### src/rtl/kbd_pkg.sv
// Shared constants, event record and prefix-FSM state encoding for the PS/2 keyboard receiver.
package kbd_pkg;

  localparam logic [7:0] KBD_BRK        = 8'hF0;
  localparam logic [7:0] KBD_EXT        = 8'hE0;
  localparam int         PS2_FRAME_BITS = 11;

  // "release" is a reserved word, so the break flag is carried as rel.
  typedef struct packed {
    logic       ext;
    logic       rel;
    logic [7:0] code;
  } kbd_event_t;

  typedef enum logic [1:0] {
    ST_IDLE,
    ST_EXT,
    ST_BRK,
    ST_EXT_BRK
  } kbd_state_t;

  function automatic logic odd_parity_ok(input logic [7:0] data, input logic parity);
    return ^{data, parity};
  endfunction

endpackage

### src/rtl/ps2_frame_rx.sv
// PS/2 frame deserialiser: input synchronisers, falling-edge sampling, format/parity check
// and mid-frame timeout recovery.
module ps2_frame_rx
  import kbd_pkg::*;
#(
  parameter int TIMEOUT_CYC = 5000
) (
  input  logic       clk,
  input  logic       rst,
  input  logic       ps2_clk,
  input  logic       ps2_data,
  output logic       frame_done,
  output logic [7:0] frame_byte,
  output logic       frame_err
);

  localparam int          TO_W     = $clog2(TIMEOUT_CYC + 1);
  localparam logic [3:0]  LAST_BIT = 4'(PS2_FRAME_BITS - 1);
  localparam logic [TO_W-1:0] TO_LAST = TO_W'(TIMEOUT_CYC - 1);

  logic [2:0]      clk_sync;
  logic [2:0]      dat_sync;
  logic [3:0]      bit_cnt;
  logic [9:0]      shift;
  logic [TO_W-1:0] idle_cnt;
  logic            fall;
  logic            bit_in;
  logic            frame_ok;

  // Stage 1 of the data synchroniser lines up with the clock sample that just went low.
  assign fall   = (clk_sync[2:1] == 2'b10);
  assign bit_in = dat_sync[1];

  assign frame_ok = (shift[0] == 1'b0) && (bit_in == 1'b1) &&
                    odd_parity_ok(shift[8:1], shift[9]);

  always_ff @(posedge clk) begin
    if (rst) begin
      clk_sync   <= 3'b111;
      dat_sync   <= 3'b111;
      bit_cnt    <= '0;
      shift      <= '0;
      idle_cnt   <= '0;
      frame_done <= 1'b0;
      frame_err  <= 1'b0;
      frame_byte <= '0;
    end else begin
      clk_sync   <= {clk_sync[1:0], ps2_clk};
      dat_sync   <= {dat_sync[1:0], ps2_data};
      frame_done <= 1'b0;
      frame_err  <= 1'b0;
      if (fall) begin
        idle_cnt <= '0;
        if (bit_cnt == LAST_BIT) begin
          bit_cnt <= '0;
          if (frame_ok) begin
            frame_done <= 1'b1;
            frame_byte <= shift[8:1];
          end else begin
            frame_err <= 1'b1;
          end
        end else begin
          shift[bit_cnt] <= bit_in;
          bit_cnt        <= bit_cnt + 4'd1;
        end
      end else if (bit_cnt != '0) begin
        // A stalled partial frame is abandoned so the next start bit realigns us.
        if (idle_cnt == TO_LAST) begin
          bit_cnt   <= '0;
          idle_cnt  <= '0;
          frame_err <= 1'b1;
        end else begin
          idle_cnt <= idle_cnt + 1'b1;
        end
      end else begin
        idle_cnt <= '0;
      end
    end
  end

endmodule

### src/rtl/ps2_kbd_rx.sv
// PS/2 keyboard receiver top: E0/F0 prefix decoding, event FIFO with valid/ready drain,
// press counter and held-key tracking. Define PS2_REPEAT_FILTER_EN to drop typematic repeats.
module ps2_kbd_rx
  import kbd_pkg::*;
#(
  parameter int FIFO_DEPTH  = 8,
  parameter int CNT_W       = 8,
  parameter int TIMEOUT_CYC = 5000
) (
  input  logic             clk,
  input  logic             rst,
  input  logic             ps2_clk,
  input  logic             ps2_data,
  output logic             key_valid,
  input  logic             key_ready,
  output logic [7:0]       key_code,
  output logic             key_ext,
  output logic             key_release,
  output logic [CNT_W-1:0] press_count,
  output logic             is_press,
  output logic             frame_err,
  output logic             overflow
);

  localparam int AW = $clog2(FIFO_DEPTH);

  logic       frame_done;
  logic [7:0] frame_byte;

  ps2_frame_rx #(
    .TIMEOUT_CYC (TIMEOUT_CYC)
  ) u_frame_rx (
    .clk        (clk),
    .rst        (rst),
    .ps2_clk    (ps2_clk),
    .ps2_data   (ps2_data),
    .frame_done (frame_done),
    .frame_byte (frame_byte),
    .frame_err  (frame_err)
  );

  kbd_state_t state_q, state_d;
  kbd_event_t ev;
  logic       ev_strobe;
  logic       is_repeat;
  logic       ev_wr;
  logic [8:0] held_key;

  always_comb begin
    state_d   = state_q;
    ev_strobe = 1'b0;
    ev        = '0;
    ev.code   = frame_byte;
    if (frame_done) begin
      case (state_q)
        ST_IDLE: begin
          if (frame_byte == KBD_EXT)      state_d = ST_EXT;
          else if (frame_byte == KBD_BRK) state_d = ST_BRK;
          else                            ev_strobe = 1'b1;
        end
        ST_EXT: begin
          if (frame_byte == KBD_BRK)      state_d = ST_EXT_BRK;
          else if (frame_byte != KBD_EXT) begin
            ev_strobe = 1'b1;
            ev.ext    = 1'b1;
            state_d   = ST_IDLE;
          end
        end
        ST_BRK: begin
          ev_strobe = 1'b1;
          ev.rel    = 1'b1;
          state_d   = ST_IDLE;
        end
        ST_EXT_BRK: begin
          ev_strobe = 1'b1;
          ev.ext    = 1'b1;
          ev.rel    = 1'b1;
          state_d   = ST_IDLE;
        end
        default: state_d = ST_IDLE;
      endcase
    end
  end

`ifdef PS2_REPEAT_FILTER_EN
  assign is_repeat = ev_strobe && !ev.rel && is_press && ({ev.ext, ev.code} == held_key);
`else
  assign is_repeat = 1'b0;
`endif
  assign ev_wr = ev_strobe && !is_repeat;

  kbd_event_t mem [FIFO_DEPTH];
  kbd_event_t head;
  logic [AW:0] wr_ptr, rd_ptr;
  logic        empty, full, pop, push;

  assign empty = (wr_ptr == rd_ptr);
  assign full  = (wr_ptr[AW] != rd_ptr[AW]) && (wr_ptr[AW-1:0] == rd_ptr[AW-1:0]);
  assign pop   = !empty && key_ready;
  // A pop in the same cycle frees the slot the write needs.
  assign push  = ev_wr && (!full || pop);
  assign head  = mem[rd_ptr[AW-1:0]];

  assign key_valid   = !empty;
  assign key_code    = key_valid ? head.code : '0;
  assign key_ext     = key_valid ? head.ext  : 1'b0;
  assign key_release = key_valid ? head.rel  : 1'b0;

  always_ff @(posedge clk) begin
    if (push) mem[wr_ptr[AW-1:0]] <= ev;
  end

  always_ff @(posedge clk) begin
    if (rst) begin
      state_q     <= ST_IDLE;
      wr_ptr      <= '0;
      rd_ptr      <= '0;
      overflow    <= 1'b0;
      press_count <= '0;
      is_press    <= 1'b0;
      held_key    <= '0;
    end else begin
      state_q <= state_d;
      if (push) wr_ptr <= wr_ptr + 1'b1;
      if (pop)  rd_ptr <= rd_ptr + 1'b1;
      if (ev_wr && full && !pop) overflow <= 1'b1;
      // Key status follows every decoded event, whether or not the FIFO had room.
      if (ev_wr) begin
        if (!ev.rel) begin
          press_count <= press_count + 1'b1;
          held_key    <= {ev.ext, ev.code};
          is_press    <= 1'b1;
        end else if ({ev.ext, ev.code} == held_key) begin
          is_press <= 1'b0;
        end
      end
    end
  end

endmodule

### config.mk
export PLATFORM = sky130hd
export DESIGN_NAME = ps2_kbd_rx
export DESIGN_NICKNAME = d
export VERILOG_FILES = /design/src/rtl/kbd_pkg.sv /design/src/rtl/ps2_frame_rx.sv /design/src/rtl/ps2_kbd_rx.sv
export SDC_FILE = /design/constraint.sdc
export NUM_CORES = 1
export LEC_CHECK = 0
export ABC_AREA = 1
export BUFFER_PORTS_ARGS = -buffer_cell sky130_fd_sc_hd__buf_4
export CELL_PAD_IN_SITES_DETAIL_PLACEMENT = 1
export CELL_PAD_IN_SITES_GLOBAL_PLACEMENT = 1
export CORE_AREA = 2 2 128 130
export DETAILED_ROUTE_END_ITERATION = 7
export DIE_AREA = 0 0 130 132
export GPL_ROUTABILITY_DRIVEN = 0
export PLACE_DENSITY = 0.77
export SYNTH_ARGS = -nofsm -noshare
export SYNTH_HDL_FRONTEND = slang
export SYNTH_SLANG_ARGS = --single-unit
### constraint.sdc
create_clock -name clk -period 2.3 [get_ports clk]
set_input_delay 0.115 -clock clk [delete_from_list [all_inputs] [get_ports clk]]
set_output_delay 0.115 -clock clk [all_outputs]
set_load 0.02 [all_outputs]
==> key figures, run 1 <==
Outcome
  – Status: finished clean

Synthesis
  – Distinct cells, synth: 33
  – Average cell area after synthesis: 9.06 um2
  – Register area share after synthesis: 0.587
  – Synth Cell Area: 6620 um2
  – Syn nets: 739
  – Yosys reg bits: 154
  – YS warnings: 0
  – Synth Instances: 730

Setup path
  – Worst-case reg-to-reg path depth: 11
  – Element type at the critical path end: primary output
  – Critical Path Fanout Max: 40
  – Critical Path AT: 2020 ps
  – Startpoint Class: flop
  – WS Path Type: reg2out
  – Critical Path RT: 2180 ps

Worst hold path
  – Worst Hold Class: in2reg
  – Hold Path Cell Cnt: 2

CTS
  – Clk_lat worst skew: 420 ps
  – Postcts setup bufs: 0
  – Clock Tree Buf Depth: 2
  – CTS H-tree depth: 4
  – Sink Count: 154
  – Clock transition at path regs: 60 ps
  – CTS tree: done
  – Clock buffer count from CTS: 17
  – Clk root buf: clkbuf_16

Job
  – Max-cap violations: 0

Detailed routing
  – DRT antenna net count: 0
  – 1st-iter DRT viols: 265
  – Vias: 5134
  – Routed Wire Length: 16600 um
  – 1st-pass router iterations: 4
  – DR DRC count: 0
  – Wirelength per Cell: 16.6 um
  – Vias/cell: 5.13

Timing
  – Fin crit period: 2140 ps
  – Hold Violations, Final: 0
  – Final WS setup: 165 ps
  – Fin Clk Skew: 7.33 ps
  – Tcrit/Tclk final: 0.928
  – Setup tns final: 0 ps
  – Max Clock Freq: 468 MHz
  – Final setup violation count: 0
  – Actual slew at the worst max-slew pin: 533 ps
  – Unrepaired setup endpoints after global routing: false
  – Slew margin rel.: 0.644
  – Slew Limit Fails: 0

Place
  – Hpwl dp: 11500 um
  – PortBufs: 26
  – Post-Place Setup Slack: 378 ps
  – Cells after DPL: 967

Power and ir drop
  – Pwr dens: 746 nW/um2
  – Psw: 1.35 mW
  – Pleak: 3.05 nW
  – Comb power frac: 0.055
  – VDD IR max: 0.561 mV
  – Sequential share of power: 0.505
  – Clock power share: 0.439
  – Switch share: 0.237
  – P_int: 4.36 mW

Die
  – # rows: 46
  – Initial Util: 0.421
  – DIE AREA: 17200 um2
  – Vert. Die Dim: 132 um
  – Core area: 15700 um2
  – IO Pins: 27
  – Die Span X: 130 um

Global routing
  – Initial antenna violation count: 0
  – GRT Residual Overflow: 0
  – Largest net degree at the start of global routing: 41
  – Global-route usage over all layers: 0.204
  – Vias in the first global route: 5411
  – First-pass GRT wire length: 26800 um

Layout
  – Fin cells: 1001
  – Final #Nets: 781
  – Share of layout cells above drive strength 1: 0.131
  – Antenna Cells: 0
  – Area growth, synth to finish: 15.7%
-- flip-flops by register name, indices dropped and copies added, names as in the netlist, 2 cells and up, named ones only --
register,count
held_key,9
press_count,8
mem,80
u_frame_rx.dat_sync,2
u_frame_rx.shift,10
rd_ptr,4
u_frame_rx.clk_sync,3
state_q,2
u_frame_rx.frame_byte,8
u_frame_rx.bit_cnt,4
wr_ptr,4
u_frame_rx.idle_cnt,13
-- path summary, 6_finish.rpt --
check | start | end | slack (ps)
min | rst | wr_ptr[3]$_SDFFE_PP0P_ | 40
min reg2reg | u_frame_rx.clk_sync[0]$_SDFF_PP1_ | u_frame_rx.clk_sync[1]$_SDFF_PP1_ | 410
max reg2reg | u_frame_rx.frame_byte[4]$_SDFFE_PP0P_ | mem[6][2]$_DFFE_PP_ | 360
max | flop | key_code[1] | 160
-- metrics by stage --
| stage | hold slack, ps | total power [mW] | cell area (um2) | utilization |
|---|---|---|---|---|
| floorplan | 219 | 3.15 | 6620 | - |
| finish | 43.2 | 5.71 | 7660 | 0.487 |
| CTS | 25.9 | 5.76 | 7650 | 0.487 |
| global placement | 305 | 3.24 | 7100 | 0.452 |
| detailed placement | 305 | 3.26 | 7100 | 0.452 |
| global route | 38.5 | 5.92 | 7660 | 0.487 |
-- cells in the mapped netlist, drive strengths merged --
cell / n / area, um2
a21oi: 45 / 225
a31oi: 12 / 75.1
a32o: 1 / 10.0
and3: 2 / 12.5
buf: 8 / 71.3
clkbuf: 19 / 81.3
dfxtp: 74 / 1480
edfxtp: 80 / 2400
ha: 4 / 50.1
inv: 73 / 274
nand2: 126 / 498
nand3: 26 / 145
nand4: 4 / 40.0
nor2: 122 / 468
nor3: 15 / 86.3
o2111ai: 2 / 17.5
o21a: 3 / 22.5
o21ai: 77 / 385
o21bai: 2 / 15.0
o22ai: 15 / 93.8
or2: 6 / 37.5
xnor2: 6 / 52.6
xor2: 8 / 70.1
-- cell usage in the layout, fill, tap and decap left out, drive strengths merged, types with 18 or more instances in the layout --
master and instances:
a21oi 45, buf 48, clkbuf 18, dfxtp 74
edfxtp 80, inv 76, nand2 126, nand3 26
nor2 122, o21ai 77
-- logic make-up (layout without fill, tap and decap cells) --
logic type / Yosys count / in the layout / share of synthesized area
buffers and inverters: 100 / 155 / 0.0645
adder cells (fa/ha/maj): 4 / 4 / 0.00757
AND/OR/NAND/NOR: 301 / 301 / 0.195
flip-flops: 154 / 154 / 0.587
XOR/XNOR: 14 / 14 / 0.0185
AO/OA/AOI/OAI: 157 / 157 / 0.128
-- area by class of cell --
cell class	instances	area [um2]
fill	1833	8060
sequential	154	3880
multi-input combinational	476	2310
clock buffer	18	429
timing repair buffer	50	384
inverter	73	277
tap	216	270
clock inverter	14	100
-- critical path: stages, from the launching register on --
cell and delay, ps:
dfxtp_1 390, buf_6 300, o21ai_0 180, o22ai_1 210
o21ai_0 160, a31oi_1 190, buf_4 160
-- metal layers --
| layer | vias to the layer above | share of wire | GRT usage |
|---|---|---|---|
| met3 | 23 | 0.038 | 0.0495 |
| met4 | 0 | 0.019 | 0.0783 |
| li1 | 2536 | - | - |
| met1 | 2484 | 0.42 | 0.231 |
| met2 | 91 | 0.53 | 0.367 |
| met5 | - | 0 | 0 |
-- power groups by stage --
stage | clock network [mW] | registers [mW] | logic (mW)
after floorplan | 0 | 2.94 | 0.205
after global placement | 0 | 2.94 | 0.302
after detailed placement | 0 | 2.94 | 0.313
after CTS | 2.56 | 2.88 | 0.317
after global routing | 2.68 | 2.89 | 0.349
final | 2.51 | 2.89 | 0.314
-- what timing repair did --
item                                    CTS  global route
endpoints found under the setup margin    0             9
hold buffers                              2             0
gates resized for setup                   0             4
hold endpoints to repair                  2             0
No activity file was read; power rests on OpenSTA's default activity.
==> run 2, diff against run 1 <==
--- a/config.mk
+++ b/config.mk
@@ -13,6 +13,7 @@
 export DETAILED_ROUTE_END_ITERATION = 7
 export DIE_AREA = 0 0 130 132
 export GPL_ROUTABILITY_DRIVEN = 0
+export GPL_TIMING_DRIVEN = 1
 export PLACE_DENSITY = 0.77
 export SYNTH_ARGS = -nofsm -noshare
 export SYNTH_HDL_FRONTEND = slang
==> constraint.sdc (replaced) <==
create_clock -name clk -period 1.8 [get_ports clk]
set_input_delay 0.09 -clock clk [delete_from_list [all_inputs] [get_ports clk]]
set_output_delay 0.09 -clock clk [all_outputs]
set_load 0.02 [all_outputs]
==> key figures, run 2 (same netlist as run 1, synthesis figures left out) <==
Detailed routing
  – DRT antenna net count: 0 (unchanged)
  – 1st-iter DRT viols: 319 (was 265)
  – Routed Wire Length: 20500 um (was 16600 um)
  – Wire length on met1: 8100 um (was 6890 um)
  – Met3 WL post-DR: 759 um (was 637 um)
  – DR top layer: met4 (unchanged)
  – DR DRC count: 0 (unchanged)
  – Vias: 5590 (was 5134)
  – 1st-pass router iterations: 4 (unchanged)
  – Wirelength per Cell: 19.4 um (was 16.6 um)
  – Met2 wire len: 11100 um (was 8750 um)
  – Vias/cell: 5.27 (was 5.13)

CTS
  – Clock transition at path regs: 60 ps (about the same)
  – Sink Count: 154 (unchanged)
  – CTS tree: done (unchanged)
  – Clk root buf: clkbuf_16 (unchanged)
  – CTS H-tree depth: 4 (unchanged)
  – Clk_lat worst skew: 440 ps (was 420 ps)
  – Clock buffer count from CTS: 17 (unchanged)
  – Clock Tree Buf Depth: 2 (unchanged)

Global routing
  – Vias in the first global route: 5680 (was 5411)
  – First-pass GRT wire length: 29500 um (was 26800 um)
  – GRT Residual Overflow: 0 (unchanged)
  – Largest net degree at the start of global routing: 29 (was 41)
  – Initial antenna violation count: 0 (unchanged)
  – Global-route usage over all layers: 0.223 (was 0.204)

Timing
  – Final WS setup: -142 ps (was 165 ps)
  – Tcrit/Tclk final: 1.08
  – Max Clock Freq: 515 MHz
  – Unrepaired setup endpoints after global routing: true (was false)
  – Hold Violations, Final: 0 (unchanged)
  – Fin Clk Skew: 14.9 ps (was 7.33 ps)
  – Actual slew at the worst max-slew pin: 385 ps (was 533 ps)
  – Slew Limit Fails: 0 (unchanged)
  – Final setup violation count: 50 (was 0)
  – Slew margin rel.: 0.741 (was 0.644)
  – Fin crit period: 1940 ps
  – Min Hold Slack: 13.0 ps (was 43.2 ps)

Outcome
  – Status: finished, violations left (was finished clean)
  – Failing checks: negative setup slack

Setup path
  – CP most frequent cell: nor2_1 (was o21ai_0)
  – Crit path buf inv count: 3 (was 2)
  – WS Path Type: reg2out (unchanged)
  – Startpoint Class: flop (unchanged)
  – Critical Path AT: 1850 ps (was 2020 ps)
  – Critical path's top delay family: buffers and inverters (was compound AO/OA/AOI/OAI gates)
  – Max incr delay on CP: 390 ps (about the same)
  – Critical Path RT: 1710 ps (was 2180 ps)
  – Critical Path Fanout Max: 10 (was 40)
  – Worst path cell trace: buf_12 -> clkbuf_16 -> nor2_1 -> nor2_1 -> o21ai_0 -> a31oi_1 -> buf_4 (was buf_6 -> o21ai_0 -> o22ai_1 -> o21ai_0 -> a31oi_1 -> buf_4)
  – CP max-delay cell: dfxtp_4 (was dfxtp_1)
  – Element type at the critical path end: primary output (unchanged)

Layout
  – Commonest non-fill, non-tap cells in the layout: 118 x nand2_1, 96 x nor2_1, 85 x buf_4 (was 121 x nand2_1, 118 x nor2_1, 80 x edfxtp_1)
  – Area growth, synth to finish: 32.5% (was 15.7%)
  – Share of layout cells above drive strength 1: 0.285 (was 0.131)
  – Antenna Cells: 0 (unchanged)
  – Commonest non-fill, non-tap cell in the layout: nand2_1 (unchanged)
  – Final #Nets: 841 (was 781)
  – Max reg flops: 80 (unchanged)

Die
  – Initial Util: 0.421 (unchanged)
  – IO Pins: 27 (unchanged)
  – Core area: 15700 um2 (unchanged)
  – Die Span X: 130 um (unchanged)
  – DIE AREA: 17200 um2 (unchanged)
  – Vert. Die Dim: 132 um (unchanged)
  – # rows: 46 (unchanged)

Power and ir drop
  – Pwr dens: 903 nW/um2 (was 746 nW/um2)
  – VDD IR max: 0.659 mV (was 0.561 mV)
  – Pleak: 3.49 nW (was 3.05 nW)
  – Power Total: 7.92 mW (was 5.71 mW)

Worst hold path
  – Worst Hold Class: in2reg (unchanged)

Place
  – PortBufs: 26 (unchanged)
  – Hpwl dp: 12300 um (was 11500 um)

Job
  – Max-cap violations: 0 (unchanged)
[run 2: area by class of cell]
class	count	area, um2
Clock buffer	19	443
Clock inverter	13	144
Fill cell	1754	6950
Inverter	73	302
Multi-Input combinational cell	477	2660
Sequential cell	154	3910
Tap cell	216	270
Timing Repair Buffer	109	1040
[run 2: routing by layer]
layer,up-vias,global-route usage
li1,2664,-
met1,2747,0.270
met2,134,0.389
met3,45,0.0467
met4,0,0.0818
met5,-,0
[run 2: timing repair]
| action | 4_1_cts | 5_1_grt |
|---|---|---|
| gates resized for setup | 40 | 118 |
| endpoints found under the setup margin | 60 | 115 |
| gates cloned | 2 | 7 |
| buffers inserted | 7 | 14 |
| hold buffers | 2 | 0 |
| pin swaps | 4 | 34 |
| hold endpoints to repair | 2 | 0 |
[run 2: path summary, 6_finish.rpt]
check	start	end	slack, ps	cells past startpoint
max reg2reg	rd_ptr[0]$_SDFFE_PP0P_	mem[0][0]$_DFFE_PP_	-20	11
min reg2reg	u_frame_rx.dat_sync[0]$_SDFF_PP1_	u_frame_rx.dat_sync[1]$_SDFF_PP1_	410	1
max	flop	key_code[5]	-140	7
min	rst	wr_ptr[3]$_SDFFE_PP0P_	10	2
[run 2: power breakdown]
| part | leakage, nW | total [mW] | switching, mW | internal (mW) |
|---|---|---|---|---|
| sequential | 1.35 | 3.69 | 0.0170 | 3.67 |
| combinational | 1.86 | 0.629 | 0.369 | 0.260 |
| clock | 0.276 | 3.60 | 1.52 | 2.09 |
[run 2: metrics by stage]
step / instance area [um2] / std cells / setup slack [ps] / utilization / TNS [ps]
2_1_floorplan: 6640 / 730 / -79.9 / - / -2670
3_3_place_gp: 7370 / 997 / -84.8 / 0.469 / -2460
3_5_place_dp: 7370 / 997 / -212 / 0.469 / -7820
4_1_cts: 8190 / 1040 / -141 / 0.521 / -1120
5_1_grt: 8770 / 1061 / -233 / 0.558 / -8640
6_report: 8770 / 1061 / -142 / 0.558 / -1480
==> run 3, diff against run 2 <==
--- a/config.mk
+++ b/config.mk
@@ -9,12 +9,12 @@
 export BUFFER_PORTS_ARGS = -buffer_cell sky130_fd_sc_hd__buf_4
 export CELL_PAD_IN_SITES_DETAIL_PLACEMENT = 1
 export CELL_PAD_IN_SITES_GLOBAL_PLACEMENT = 1
-export CORE_AREA = 2 2 128 130
+export CORE_AREA = 2 2 122 124
 export DETAILED_ROUTE_END_ITERATION = 7
-export DIE_AREA = 0 0 130 132
+export DIE_AREA = 0 0 124 126
 export GPL_ROUTABILITY_DRIVEN = 0
 export GPL_TIMING_DRIVEN = 1
-export PLACE_DENSITY = 0.77
+export PLACE_DENSITY = 0.8
 export SYNTH_ARGS = -nofsm -noshare
 export SYNTH_HDL_FRONTEND = slang
 export SYNTH_SLANG_ARGS = --single-unit
==> constraint.sdc (replaced) <==
create_clock -name clk -period 2.1 [get_ports clk]
set_input_delay 0.105 -clock clk [delete_from_list [all_inputs] [get_ports clk]]
set_output_delay 0.105 -clock clk [all_outputs]
set_load 0.02 [all_outputs]
==> key figures, run 3 (same netlist as run 1, synthesis figures left out) <==
Timing
  – Fin crit period: 2010 ps
  – Hold Violations, Final: 0 (unchanged)
  – Slew Limit Fails: 0 (unchanged)
  – Max Clock Freq: 497 MHz
  – Tcrit/Tclk final: 0.958
  – Final setup violation count: 0 (was 50)
  – Actual slew at the worst max-slew pin: 482 ps (was 385 ps)
  – Fin Clk Skew: 14.5 ps (was 14.9 ps)
  – Final WS setup: 87.3 ps (was -142 ps)
  – Setup tns final: 0 ps (was -1480 ps)
  – Slew margin rel.: 0.678 (was 0.741)

Power and ir drop
  – Sequential share of power: 0.460 (was 0.466)
  – Pwr dens: 875 nW/um2 (was 903 nW/um2)
  – Switch share: 0.216 (was 0.240)
  – Clock power share: 0.484 (was 0.455)
  – Psw: 1.48 mW (was 1.90 mW)
  – Pleak: 3.16 nW (was 3.49 nW)
  – Power Total: 6.88 mW (was 7.92 mW)
  – P_int: 5.39 mW (was 6.02 mW)
  – Comb power frac: 0.056 (was 0.079)
  – VDD IR max: 0.454 mV (was 0.659 mV)

Die
  – Core area: 14300 um2 (was 15700 um2)
  – IO Pins: 27 (unchanged)
  – Vert. Die Dim: 126 um (was 132 um)
  – # rows: 44 (was 46)
  – DIE AREA: 15600 um2 (was 17200 um2)
  – Initial Util: 0.462 (was 0.421)
  – Die Span X: 124 um (was 130 um)

CTS
  – Clock buffer count from CTS: 17 (unchanged)
  – Clk root buf: clkbuf_16 (unchanged)
  – Sink Count: 154 (unchanged)
  – CTS tree: done (unchanged)
  – Clk_lat worst skew: 440 ps (about the same)
  – CTS H-tree depth: 4 (unchanged)
  – Clock transition at path regs: 60 ps (about the same)
  – Clock Tree Buf Depth: 2 (unchanged)

Worst hold path
  – Worst Hold Class: in2reg (unchanged)

Detailed routing
  – DR DRC count: 0 (unchanged)
  – Routed Wire Length: 18500 um (was 20500 um)
  – 1st-iter DRT viols: 405 (was 319)
  – Vias/cell: 5.46 (was 5.27)
  – Vias: 5347 (was 5590)
  – DRT antenna net count: 0 (unchanged)
  – Wirelength per Cell: 18.9 um (was 19.4 um)
  – 1st-pass router iterations: 5 (was 4)

Layout
  – Area growth, synth to finish: 18.8% (was 32.5%)
  – Share of layout cells above drive strength 1: 0.155 (was 0.285)
  – Commonest non-fill, non-tap cells in the layout: 121 x nand2_1, 116 x nor2_1, 80 x edfxtp_1 (was 118 x nand2_1, 96 x nor2_1, 85 x buf_4)
  – Antenna Cells: 0 (unchanged)
  – Max reg flops: 80 (unchanged)
  – Final Cell Area: 7860 um2 (was 8770 um2)
  – Final #Nets: 791 (was 841)
  – Commonest non-fill, non-tap cell in the layout: nand2_1 (unchanged)

Setup path
  – Critical Path Fanout Max: 20 (was 10)
  – Element type at the critical path end: primary output (unchanged)
  – Critical Path RT: 2000 ps (was 1710 ps)
  – Startpoint Class: flop (unchanged)
  – Critical Path AT: 1910 ps (was 1850 ps)
  – WS Path Type: reg2out (unchanged)

Job
  – Max-cap violations: 0 (unchanged)

Place
  – Placement Cell Area: 7080 um2 (was 7370 um2)
  – Hpwl dp: 12300 um (about the same)
  – Post-Place Setup Slack: 60.8 ps (was -212 ps)
  – PortBufs: 26 (unchanged)

Global routing
  – Largest net degree at the start of global routing: 33 (was 29)
  – GRT Residual Overflow: 0 (unchanged)
  – Vias in the first global route: 5664 (was 5680)
  – First-pass GRT wire length: 29400 um (was 29500 um)
  – Global-route usage over all layers: 0.251 (was 0.223)
  – Initial antenna violation count: 0 (unchanged)

Outcome
  – Status: finished clean (was finished, violations left)
[run 3: cell types whose count changed in the layout (fill, tap and decap cells not counted), sizes merged]
cell and change:
buf -45, clkinvlp -3, inv +1, bufinv +3
nand4 -1, clkinv -2, clkbuf -3
[run 3: final timing paths]
kind | to | depth (start not counted) | slack (ps) | startpoint
max | key_code[3] | 6 | 90 | flop
min | overflow$_SDFFE_PP0P_ | 2 | 30 | rst
max reg2reg | mem[0][8]$_DFFE_PP_ | 11 | 200 | u_frame_rx.frame_byte[3]$_SDFFE_PP0P_
min reg2reg | u_frame_rx.clk_sync[1]$_SDFF_PP1_ | 1 | 420 | u_frame_rx.clk_sync[0]$_SDFF_PP1_
[run 3: timing repair]
| action | in CTS | in global routing |
|---|---|---|
| hold endpoints to repair | 2 | 0 |
| buffers inserted | 0 | 7 |
| hold buffers | 2 | 0 |
| endpoints found under the setup margin | 3 | 63 |
| pin swaps | 0 | 2 |
| gates resized for setup | 1 | 27 |
[run 3: cell type report]
cell class / count / area (um2)
clock buffer: 20 / 437
clock inverter: 12 / 196
fill: 1672 / 6460
inverter: 73 / 277
multi-input combinational: 476 / 2330
sequential: 154 / 3890
tap: 184 / 230
timing repair buffer: 60 / 494
[run 3: power by group through the flow]
stage | clock [mW] | combinational (mW) | sequential (mW)
final | 3.33 | 0.387 | 3.16
after global routing | 3.49 | 0.426 | 3.16
after CTS | 3.37 | 0.364 | 3.16
after detailed placement | 0 | 0.354 | 3.23
after global placement | 0 | 0.338 | 3.22
after floorplan | 0 | 0.225 | 3.22
[run 3: metrics by stage]
| step | cells | hold slack [ps] | util |
|---|---|---|---|
| 6_report | 979 | 28.7 | 0.549 |
| 5_1_grt | 979 | 40.9 | 0.549 |
| 4_1_cts | 972 | 13.9 | 0.541 |
| 3_5_place_dp | 938 | 293 | 0.495 |
| 3_3_place_gp | 938 | 291 | 0.495 |
| 2_1_floorplan | 730 | 209 | - |
[run 3: worst max-delay path: stages (launching register included)]
cell and delay (ps):
dfxtp_1 420, buf_12 190, o21ai_0 110, o22ai_1 220
o21ai_0 110, a31oi_1 240, buf_4 190
[run 3: layer usage]
metal,up-vias,GRT usage,wire (um)
met4,0,0.0925,413
met2,115,0.459,10100
met3,30,0.0507,622
met1,2658,0.286,7430
met5,-,0,0
li1,2544,-,-
